## src/rtl/serial_pkg.sv

```systemverilog
// Shared frame-timing constants for the SERIAL shifter and its scheduler.
package serial_pkg;

  localparam int unsigned SCNT_W = 5;
  localparam int unsigned BYTE_W = 8;

  localparam logic [SCNT_W-1:0] SCNT_GRANT = 5'd0;
  localparam logic [SCNT_W-1:0] SCNT_LATCH = 5'd3;
  localparam logic [SCNT_W-1:0] SCNT_LAST  = 5'd19;

endpackage

```

## src/rtl/serial_tx_sched_if.sv

```systemverilog
// Byte-request handshake between N_REQ requesters and the serial scheduler.
interface serial_tx_sched_if
  import serial_pkg::*;
#(
  parameter int unsigned N_REQ = 4
);

  logic [N_REQ-1:0]        req_valid;
  logic [BYTE_W*N_REQ-1:0] req_data;
  logic [N_REQ-1:0]        req_ready;

  modport master (output req_valid, output req_data, input req_ready);
  modport slave  (input req_valid, input req_data, output req_ready);

endinterface

```

## src/rtl/rr_arbiter.sv

```systemverilog
// Round-robin arbiter: first asserted request at or after ptr_i, wrapping.
module rr_arbiter #(
  parameter int unsigned N_REQ = 4,
  parameter int unsigned ID_W  = $clog2(N_REQ)
) (
  input  logic [N_REQ-1:0] req_i,
  input  logic [ID_W-1:0]  ptr_i,
  output logic [N_REQ-1:0] gnt_o,
  output logic [ID_W-1:0]  gnt_idx_o
);

  logic [ID_W-1:0] k;
  logic            found;

  always_comb begin
    gnt_o     = '0;
    gnt_idx_o = '0;
    found     = 1'b0;
    k         = ptr_i;
    for (int unsigned i = 0; i < N_REQ; i++) begin
      if (!found && req_i[k]) begin
        found     = 1'b1;
        gnt_o[k]  = 1'b1;
        gnt_idx_o = k;
      end
      k = (k == ID_W'(N_REQ - 1)) ? '0 : k + ID_W'(1);
    end
  end

endmodule

```

## src/rtl/serial_tx_sched.sv

```systemverilog
// Frame scheduler: owns the 20-cycle frame counter and round-robins the serial link among requesters.
module serial_tx_sched
  import serial_pkg::*;
#(
  parameter int unsigned N_REQ = 4,
  parameter int unsigned ID_W  = $clog2(N_REQ)
) (
  input  logic              sys_clk,
  input  logic              sys_rst,
  serial_tx_sched_if.slave  req,
  output logic [SCNT_W-1:0] scnt,
  output logic [BYTE_W-1:0] ser_data,
  output logic              ser_en_n,
  output logic              busy,
  output logic [ID_W-1:0]   grant_id,
  output logic              frame_done
);

  logic [SCNT_W-1:0] scnt_q, scnt_d;
  logic [BYTE_W-1:0] data_q, data_d;
  logic              en_n_q, en_n_d;
  logic              flush_q, flush_d;
  logic [ID_W-1:0]   gid_q, gid_d;
  logic [ID_W-1:0]   ptr_q, ptr_d;

  logic [N_REQ-1:0]  gnt;
  logic [ID_W-1:0]   win;
  logic [BYTE_W-1:0] win_byte;
  logic              any_req;
  logic              grant;

  rr_arbiter #(
    .N_REQ (N_REQ),
    .ID_W  (ID_W)
  ) u_arb (
    .req_i     (req.req_valid),
    .ptr_i     (ptr_q),
    .gnt_o     (gnt),
    .gnt_idx_o (win)
  );

  assign any_req = |req.req_valid;
  assign grant   = (scnt_q == SCNT_GRANT) && !flush_q && any_req;

  // Ready is suppressed in a reset cycle so no requester sees an accept that reset discards.
  assign req.req_ready = (grant && !sys_rst) ? gnt : '0;

  always_comb begin
    win_byte = '0;
    for (int unsigned i = 0; i < N_REQ; i++) begin
      if (gnt[i]) win_byte = win_byte | req.req_data[i*BYTE_W +: BYTE_W];
    end
  end

  always_comb begin
    scnt_d  = scnt_q;
    data_d  = data_q;
    en_n_d  = en_n_q;
    flush_d = flush_q;
    gid_d   = gid_q;
    ptr_d   = ptr_q;

    if (scnt_q == SCNT_LAST) begin
      scnt_d  = '0;
      en_n_d  = 1'b1;
      flush_d = 1'b0;
    end else if (scnt_q == SCNT_GRANT) begin
      if (flush_q || any_req) scnt_d = SCNT_W'(1);
    end else begin
      scnt_d = scnt_q + SCNT_W'(1);
    end

    if (grant) begin
      data_d = win_byte;
      en_n_d = 1'b0;
      gid_d  = win;
      ptr_d  = (win == ID_W'(N_REQ - 1)) ? '0 : win + ID_W'(1);
    end
  end

  always_ff @(posedge sys_clk) begin
    if (sys_rst) begin
      scnt_q  <= '0;
      data_q  <= '0;
      en_n_q  <= 1'b1;
      flush_q <= 1'b1;
      gid_q   <= '0;
      ptr_q   <= '0;
    end else begin
      scnt_q  <= scnt_d;
      data_q  <= data_d;
      en_n_q  <= en_n_d;
      flush_q <= flush_d;
      gid_q   <= gid_d;
      ptr_q   <= ptr_d;
    end
  end

  assign scnt       = scnt_q;
  assign ser_data   = data_q;
  assign ser_en_n   = en_n_q;
  assign grant_id   = gid_q;
  assign busy       = (scnt_q != '0) || flush_q;
  assign frame_done = (scnt_q == SCNT_LAST) && !en_n_q;

endmodule

```

## src/flat_wrapper.sv

```systemverilog
// flat-port wrapper written by rule: the top's interface ports become plain ports
module serial_tx_sched_flat import serial_pkg::*;
#(
  parameter int unsigned N_REQ = 4,
  parameter int unsigned ID_W  = $clog2(N_REQ)
)
  (sys_clk, sys_rst, scnt, ser_data, ser_en_n, busy, grant_id, frame_done, req_req_valid, req_req_data, req_req_ready);
  serial_tx_sched_if #(.N_REQ(N_REQ)) req_i ();
  input  logic sys_clk;
  input  logic sys_rst;
  output logic [SCNT_W-1:0] scnt;
  output logic [BYTE_W-1:0] ser_data;
  output logic ser_en_n;
  output logic busy;
  output logic [ID_W-1:0] grant_id;
  output logic frame_done;
  input wire logic [$bits(req_i.req_valid)-1:0] req_req_valid;
  input wire logic [$bits(req_i.req_data)-1:0] req_req_data;
  output wire logic [$bits(req_i.req_ready)-1:0] req_req_ready;
  assign req_i.req_valid = req_req_valid;
  assign req_i.req_data = req_req_data;
  assign req_req_ready = req_i.req_ready;
  serial_tx_sched #(.N_REQ(N_REQ), .ID_W(ID_W)) u_core (.sys_clk(sys_clk), .sys_rst(sys_rst), .req(req_i), .scnt(scnt), .ser_data(ser_data), .ser_en_n(ser_en_n), .busy(busy), .grant_id(grant_id), .frame_done(frame_done));
endmodule
```

## config.mk

```make
export PLATFORM = sky130hd
export DESIGN_NAME = serial_tx_sched_flat
export DESIGN_NICKNAME = d
export VERILOG_FILES = /design/src/rtl/serial_pkg.sv /design/src/rtl/serial_tx_sched_if.sv /design/src/rtl/rr_arbiter.sv /design/src/rtl/serial_tx_sched.sv /design/src/flat_wrapper.sv
export SDC_FILE = /design/constraint.sdc
export NUM_CORES = 1
export LEC_CHECK = 0
export CAP_MARGIN = 20
export CORE_ASPECT_RATIO = 0.6
export CORE_MARGIN = 4
export CORE_UTILIZATION = 30
export CTS_CLUSTER_DIAMETER = 200
export DETAILED_ROUTE_END_ITERATION = 12
export PLACE_DENSITY = 0.57
export SYNTH_ARGS = -nofsm -noshare
export SYNTH_HDL_FRONTEND = slang
export SYNTH_SLANG_ARGS = --single-unit
export TNS_END_PERCENT = 10
```

## constraint.sdc

```tcl
create_clock -name sys_clk -period 9.12 [get_ports sys_clk]
set_clock_uncertainty 0.1 [all_clocks]
set_input_delay 2.28 -clock sys_clk [delete_from_list [all_inputs] [get_ports sys_clk]]
set_output_delay 2.28 -clock sys_clk [all_outputs]
set_load 0.1 [all_outputs]
```

Yosys cells after proc, flatten, opt, wreduce, memory -nomap -nowiden:

Index checks and enable logic that the tools add are counted.
W data, S select, Z words.

* output and inout port bits: 22
* word-level logic and storage cells: 95
* register bits after elaboration: 19
* input port bits: 38

* equal/unequal tests: 6
* magnitude comparators: 8
* multiplexer cells: 40
* bitwise logic cells: 6
* reduce and logical (&&, ||, !) cells: 24
* add/subtract/negate cells: 5

Operators with widths (count)
* $mux W8: 4
* $or A8 B8 Y8: 3
* $mux W4: 5
* $mux W2: 8
* $mux W1: 13
* $lt A2 B3 Y1 const B: 4
* $or A4 B4 Y4: 3
* $logic_and A1 B1 Y1: 11
* $mux W5: 2
* $add A2 B1 Y2 const B: 4
* $bmux W1 S2: 4
* $demux W1 S2: 4
* $eq A2 B2 Y1 const B: 4
* $ge A2 B1 Y1 const B: 4
* $logic_not A1 Y1: 6
* $add A5 B1 Y5 const B: 1
* $eq A5 B5 Y1 const B: 1
* $logic_not A5 Y1: 1
* $reduce_bool A5 Y1: 1
* $reduce_or A4 Y1: 1
* $logic_or A1 B1 Y1: 2
* $ne A2 B2 Y1 const B: 1
* $reduce_bool A2 Y1: 1
* $reduce_or A2 Y1: 1

Depth between registers and ports, before layout:

Gate-level depths: netlist of run 1.

* word-level depth: 19
* gate-level depth with buffers: 11
* gate-level depth less buffers: 9

By module:

From an unflattened synthesis of run 1, not the netlist that was laid out.

* cells, all modules: 186
* area, all modules: 1627.8 µm²

Modules (own cells, without submodules)
* serial_tx_sched: cells an instance 115, times used 1, area an instance 1048.5 µm², sequential area each 380.4 µm²
* rr_arbiter: cells an instance 71, times used 1, area an instance 579.3 µm², sequential area each 0.0 µm²

Least setup slack after synthesis of run 1:

Ideal clock, no wire load.

* path type: input-to-output
* start: input req_req_valid[1]
* end: output req_req_ready[2]
* stages: 5
* arrival: 4.345 ns
* path slack: 2.395 ns
* path buffers: 1
* path through: buf_2 mux4_2 a211o_4 o211ai_2 and2_1

* word-level cells in the longest chain between the ends: 13

Ends and longest elaborated chain
* start, declared: RTL line flat_wrapper.sv:17 `input wire logic [$bits(req_i.req_valid)-1:0] req_req_valid;`
* $bmux W1 S2: RTL line rr_arbiter.sv:21 `if (!found && req_i[k]) begin`
* $mux W1 (not written as such): RTL line rr_arbiter.sv:21
* $mux W1: RTL line rr_arbiter.sv:21
* $logic_not A1 Y1: RTL line rr_arbiter.sv:21
* $logic_and A1 B1 Y1: RTL line rr_arbiter.sv:21
* $mux W1: RTL line rr_arbiter.sv:21
* $logic_not A1 Y1: RTL line rr_arbiter.sv:21
* $logic_and A1 B1 Y1: RTL line rr_arbiter.sv:21
* $mux W1: RTL line rr_arbiter.sv:21
* $logic_not A1 Y1: RTL line rr_arbiter.sv:21
* $logic_and A1 B1 Y1: RTL line rr_arbiter.sv:21
* $mux W4: RTL line rr_arbiter.sv:21
* $mux W4 *: RTL line serial_tx_sched.sv:46 `assign req.req_ready = (grant && !sys_rst) ? gnt : '0;`
* end, declared: RTL line flat_wrapper.sv:19 `output wire logic [$bits(req_i.req_ready)-1:0] req_req_ready;`

Mark *: on every way between the ends. The rest lies on a longest branch, timed or not. The select of a mux whose other input is x is not followed.

Worst setup path in the final report of run 1:

* start: input req_req_valid[0]
* end: output req_req_ready[3]

Same word-level chain as after synthesis.

==> flow_summary.ini, run 1 <==
[run_status]
status = completed

[critical_path]
crit_path_end_kind = output pin
reg2reg_from = u_core.ptr_q[0]
cp_num_cells = 5
critical_path_required_ns = 6.74
crit_path_max_incr_delay_ns = 1.12
critical-path-top-delay-family = buffers and inverters
rr_endpoint = u_core.ser_data[4]
endpoint = req_req_ready[3]
ff2ff_path_depth = 8
worst_path_max_delay_cell = clkdlybuf4s50_1
reg2reg_slack_ns = 5.67
cp_cell_sequence = clkdlybuf4s50_1 -> mux4_2 -> o221ai_2 -> and2_1 -> clkdlybuf4s50_1
cp_common_cell = clkdlybuf4s50_1
critPathKind = input port to output pin
arrival_ns = 5.46
cp_max_fo = 14
start_kind = input port
cp-startpoint = req_req_valid[0]
cp_num_buf_inv = 2

[global_routing]
grtUsageTotal = 0.147
grt_pass1_vias = 1585
grt_overflow = 0
antenna_found_initial = 0
grt_max_degree = 19
grt_first_pass_wirelength_um = 8340

[worst_hold_path]
hp-class = flip-flop to flip-flop

[cts]
htreeDepth = 1
root_buffer = clkbuf_8
clk_pin_slew_ns = 0.07
cts.sinks = 19
cts_buffers = 3
post_cts_buffers = 0
post_cts_resized = 0
postCtsHoldBufs = 0
tritoncts = done
clkLatencyLatePin_ns = 0.25
cts_max_path_buffers = 2

[sta]
timing.final.crit_period_ns = 7.84
worst_pin_slew_ns = 1.01
final_max_slew_viol_count = 0
rsz0062_at_grt = false
period_share = 0.859
max_freq_mhz = 128
setup_viol = 0
slew_headroom = 0.322
tns_ns = 0
finalHoldViolCount = 0

[drt]
routed-via-count = 1638
antenna_left = 0
wire_per_inst_um = 15.7
first_iter_violations = 133
drtPass1Iterations = 4
drc = 0
drt_wl_total_um = 4870
viasPerCell = 5.27

[logic_synthesis]
ys.flop_type = dfxtp_1
yosys.area.top_type = dfxtp_1
synthesis.area_um2 = 1680
ys_warn_count = 0
synthArstFlopShare = 0
syn_avg_cell_area_um2 = 8.60
syn_inst = 195
synth_edf_count = 0
synth_top_area_share = 0.227
synth.distinct_cells = 53
synth_nets = 242
ys_ff_latch = 19
ys_seq_area_frac = 0.227
ys_top_cells_by_area = dfxtp_1 (23%), ha_1 (6.7%), nor2_1 (5.6%), mux2i_1 (4.8%), a211oi_1 (4.5%)

[floorplanning]
die_area_um2 = 6890
start_util = 0.321
ios = 60
core-area_um2 = 5230
rows = 20
fp.dieW_um = 105
die_y_um = 65.9

[placed_design]
placed_cell_area_um2 = 2220
port_buffers = 59
gp_congestion = 0.841
hpwl_um = 3690

[layout]
syn_to_final_growth_pct = 35.3
fin_nets = 293
n_antenna_cell = 0
fin_area_um2 = 2270
final_common_cell = clkdlybuf4s50_1
fillers = 528
layout_common_cells = clkdlybuf4s50_1 (56), nor2_1 (25), dfxtp_1 (19)
multi_input_area_um2 = 1130
layout-drive-gt1-share = 0.0980
register_area_um2 = 380

[power]
power_frac_clock = 0.287
p_leak_uw = 0.000775
powerDensity_nw_per_um2 = 88.9
power_frac_comb = 0.284
irDropWorstVdd_mv = 0.0993
power_switching_uw = 59.4
p_int_uw = 143
swShare = 0.294
p_seq_frac = 0.430

[flow_run]
cap_violations = 0
worst reg2reg max path: cells and delay by family (launching register included):
kind	cells	cell delay (ns)
DFF	1	0.72
AOI/OAI and AO/OA	5	1.36
buffers and inverters	1	0.19
adders and majority gates	1	0.58
muxes	1	0.41
metal layers:
layer | global-route usage | up-vias | part of all wire
met5 | 0 | - | 0
met4 | 0.0216 | 0 | 0.0055
met3 | 0.0400 | 4 | 0.049
met2 | 0.204 | 42 | 0.41
met1 | 0.226 | 767 | 0.54
li1 | - | 825 | -
worst min-delay path by stage:
stage | startpoint | slack [ns] | cells after the start | endpoint
2_1_floorplan | u_core.flush_q | 0.35 | 1 | u_core.flush_q
4_1_cts | u_core.grant_id[0] | 0.38 | 2 | u_core.grant_id[0]
6_report | u_core.grant_id[0] | 0.37 | 2 | u_core.grant_id[0]
5_1_grt | u_core.grant_id[0] | 0.43 | 2 | u_core.grant_id[0]
3_3_place_gp | u_core.flush_q | 0.37 | 1 | u_core.flush_q
3_5_place_dp | u_core.grant_id[0] | 0.36 | 2 | u_core.grant_id[0]
per-stage QoR:
step | std cells | total power [µW] | hold slack, ns | setup slack, ns | utilization
floorplan | 195 | 123 | 0.351 | 2.40 | -
global placement | 307 | 146 | 0.375 | 1.31 | 0.425
detailed placement | 307 | 146 | 0.362 | 1.29 | 0.425
CTS | 311 | 206 | 0.382 | 1.29 | 0.434
global route | 311 | 215 | 0.434 | 1.09 | 0.434
finish | 311 | 202 | 0.369 | 1.28 | 0.434
layout make-up:
cell class	count	area share
multi-input cells	151	0.499
repair buffers	59	0.257
flip-flops and latches	19	0.168
well taps	66	0.0364
clock buffers	4	0.0198
inverters	12	0.0198
cells by family after synthesis:
group / count (synthesis) / synth area share
adder cells (fa/ha/maj): 10 / 0.0731
flip-flops: 19 / 0.227
AO/OA/AOI/OAI: 57 / 0.285
buffers and inverters: 25 / 0.0977
XOR/XNOR: 1 / 0.00522
AND/OR/NAND/NOR: 69 / 0.211
multiplexers: 14 / 0.101
state kept, by name, indices dropped and copies added, names as in the netlist:
signal,cells
u_core.flush_q,1
u_core.ser_data,8
u_core.ptr_q,2
u_core.ser_en_n,1
u_core.scnt,5
u_core.grant_id,2
synth_stat cells (3+ instances only):
cell / instances
nor2_1: 25
dfxtp_1: 19
nand2_1: 14
inv_1: 12
a211oi_1: 10
a22oi_1: 10
ha_1: 9
a21oi_1: 8
a221oi_1: 8
mux2i_1: 8
and2_1: 4
clkbuf_8: 4
mux2_2: 4
nor2b_1: 4
buf_6: 3
nand3_1: 3
o21ai_0: 3
power by group through the flow:
stage	clock network [µW]	logic (µW)	registers, µW
finish	57.9	57.3	86.7
floorplan	0	23.8	99.4
detailed placement	0	57.0	88.7
global placement	0	57.4	88.7
CTS	61.7	57.4	86.7
global route	66.3	62.0	87.1
(Power assumes the default switching activity.)
==> inputs of run 2 (changes only) <==
Settings changed: GPL_ROUTABILITY_DRIVEN set to 0, SLEW_MARGIN set to 10.
==> results of run 2 <==
Same layout as run 1: the final DEF is identical, and so are final timing and power.
==> inputs of run 3 (changes only) <==
Settings changed: PLACE_DENSITY 0.57 to 0.64.
==> run 3 against run 2 <==
  * Cell count rose by 0.32%
  * Via count rose by 2.0%
  * Die area did not move
  * Fmax rose by 0.32%
  * Clock power rose by 4.8%
  * Sequential power barely moved
  * Core utilization rose by 0.14 points
  * Critical endpoint unchanged
  * Largest cell class unchanged
  * Highest routed layer unchanged
==> flow_summary.ini, run 3 (synthesized netlist as in run 1, its figures left out) <==
[run_status]
status = completed

[floorplanning]
ios = 60
core-area_um2 = 5230
fp.dieW_um = 105
rows = 20
die_area_um2 = 6890
start_util = 0.321
die_y_um = 65.9

[sta]
max_freq_mhz = 128
rsz0062_at_grt = false
period_share = 0.857
tns_ns = 0
final_max_slew_viol_count = 0
slew_headroom = 0.321
setup_viol = 0
finalHoldViolCount = 0
timing.final.crit_period_ns = 7.81
worst_pin_slew_ns = 1.02

[critical_path]
crit_path_end_kind = output pin
start_kind = input port
critPathKind = input port to output pin
critical_path_required_ns = 6.74
cp_max_fo = 14
arrival_ns = 5.43

[cts]
htreeDepth = 1
cts.sinks = 19
post_cts_resized = 0
postCtsHoldBufs = 0
cts_max_path_buffers = 2
root_buffer = clkbuf_8
cts_buffers = 3
clkLatencyLatePin_ns = 0.26
clk_pin_slew_ns = 0.08
tritoncts = done
post_cts_buffers = 0

[power]
powerDensity_nw_per_um2 = 90.0
irDropWorstVdd_mv = 0.0561
p_leak_uw = 0.000779

[drt]
first_iter_violations = 130
wire_per_inst_um = 16.2
drt_wl_total_um = 5040
viasPerCell = 5.36
wl_met3_um = 341
drtPass1Iterations = 4
drc = 0
antenna_left = 0
wl_met1_um = 2480
dr_wl_met2_um = 2180
top_layer_used = met4
routed-via-count = 1671

[layout]
final_common_cell = clkdlybuf4s50_1
fin_area_um2 = 2280
instances_no_fill = 312
syn_to_final_growth_pct = 35.7
largest_reg_flops = 8
layout_common_cells = clkdlybuf4s50_1 (56), nor2_1 (25), dfxtp_1 (19)
n_antenna_cell = 0
fin_nets = 294
layout-drive-gt1-share = 0.102

[global_routing]
antenna_found_initial = 0
grt_first_pass_wirelength_um = 8400
grt_overflow = 0
grtUsageTotal = 0.149
grt_pass1_vias = 1602
grt_max_degree = 19

[placed_design]
place_inst = 308
port_buffers = 59
placed_cell_area_um2 = 2230
hpwl_um = 3770

[worst_hold_path]
hp-class = flip-flop to flip-flop

[flow_run]
cap_violations = 0
-- run 3: cell count changes in the layout (fill, tap and decap cells not counted), sizes merged --
cell  before  now
buf        3    4
-- run 3: stage by stage --
| stage | utilization | hold slack, ns | worst slack (ns) | power, µW |
|---|---|---|---|---|
| after floorplan | - | 0.351 | 2.40 | 123 |
| after global placement | 0.427 | 0.363 | 1.37 | 146 |
| after detailed placement | 0.427 | 0.384 | 1.30 | 146 |
| after CTS | 0.435 | 0.396 | 1.30 | 206 |
| after global routing | 0.435 | 0.425 | 1.15 | 216 |
| final | 0.435 | 0.404 | 1.31 | 205 |
-- run 3: metal layers --
metal  GRT usage  vias to the layer above
li1            -                      826
met1       0.210                      782
met2       0.221                       59
met3      0.0498                        4
met4      0.0282                        0
met5           0                        -
-- run 3: final cells by class --
type	instances	area, µm²
Multi-Input combinational cell	151	1130
Tap cell	66	82.6
Fill cell	532	2950
Sequential cell	19	380
Clock buffer	4	45.0
Inverter	12	45.0
Timing Repair Buffer	60	591
-- run 3: report_power, final --
| part | internal (µW) | switching, µW | total (µW) |
|---|---|---|---|
| combinational | 27.2 | 30.4 | 57.6 |
| sequential | 84.5 | 2.25 | 86.7 |
| clock | 31.1 | 29.6 | 60.7 |
| total | 143 | 62.2 | 205 |
-- run 3: final timing paths --
| check | start | endpoint | slack [ns] | depth (start not counted) |
|---|---|---|---|---|
| setup reg to reg | u_core.ptr_q[0] | u_core.ser_data[5] | 5.66 | 8 |
| hold reg to reg | u_core.ser_data[3] | u_core.ser_data[3] | 0.40 | 2 |
| setup / recovery | req_req_valid[0] | req_req_ready[3] | 1.31 | 5 |
| hold / removal | u_core.ser_data[3] | u_core.ser_data[3] | 0.40 | 2 |
-- run 3: critical path, stage by stage --
cell             delay [ns]
clkdlybuf4s50_1        0.64
mux4_2                 0.72
o221ai_2               0.45
and2_1                 0.20
clkdlybuf4s50_1        1.13
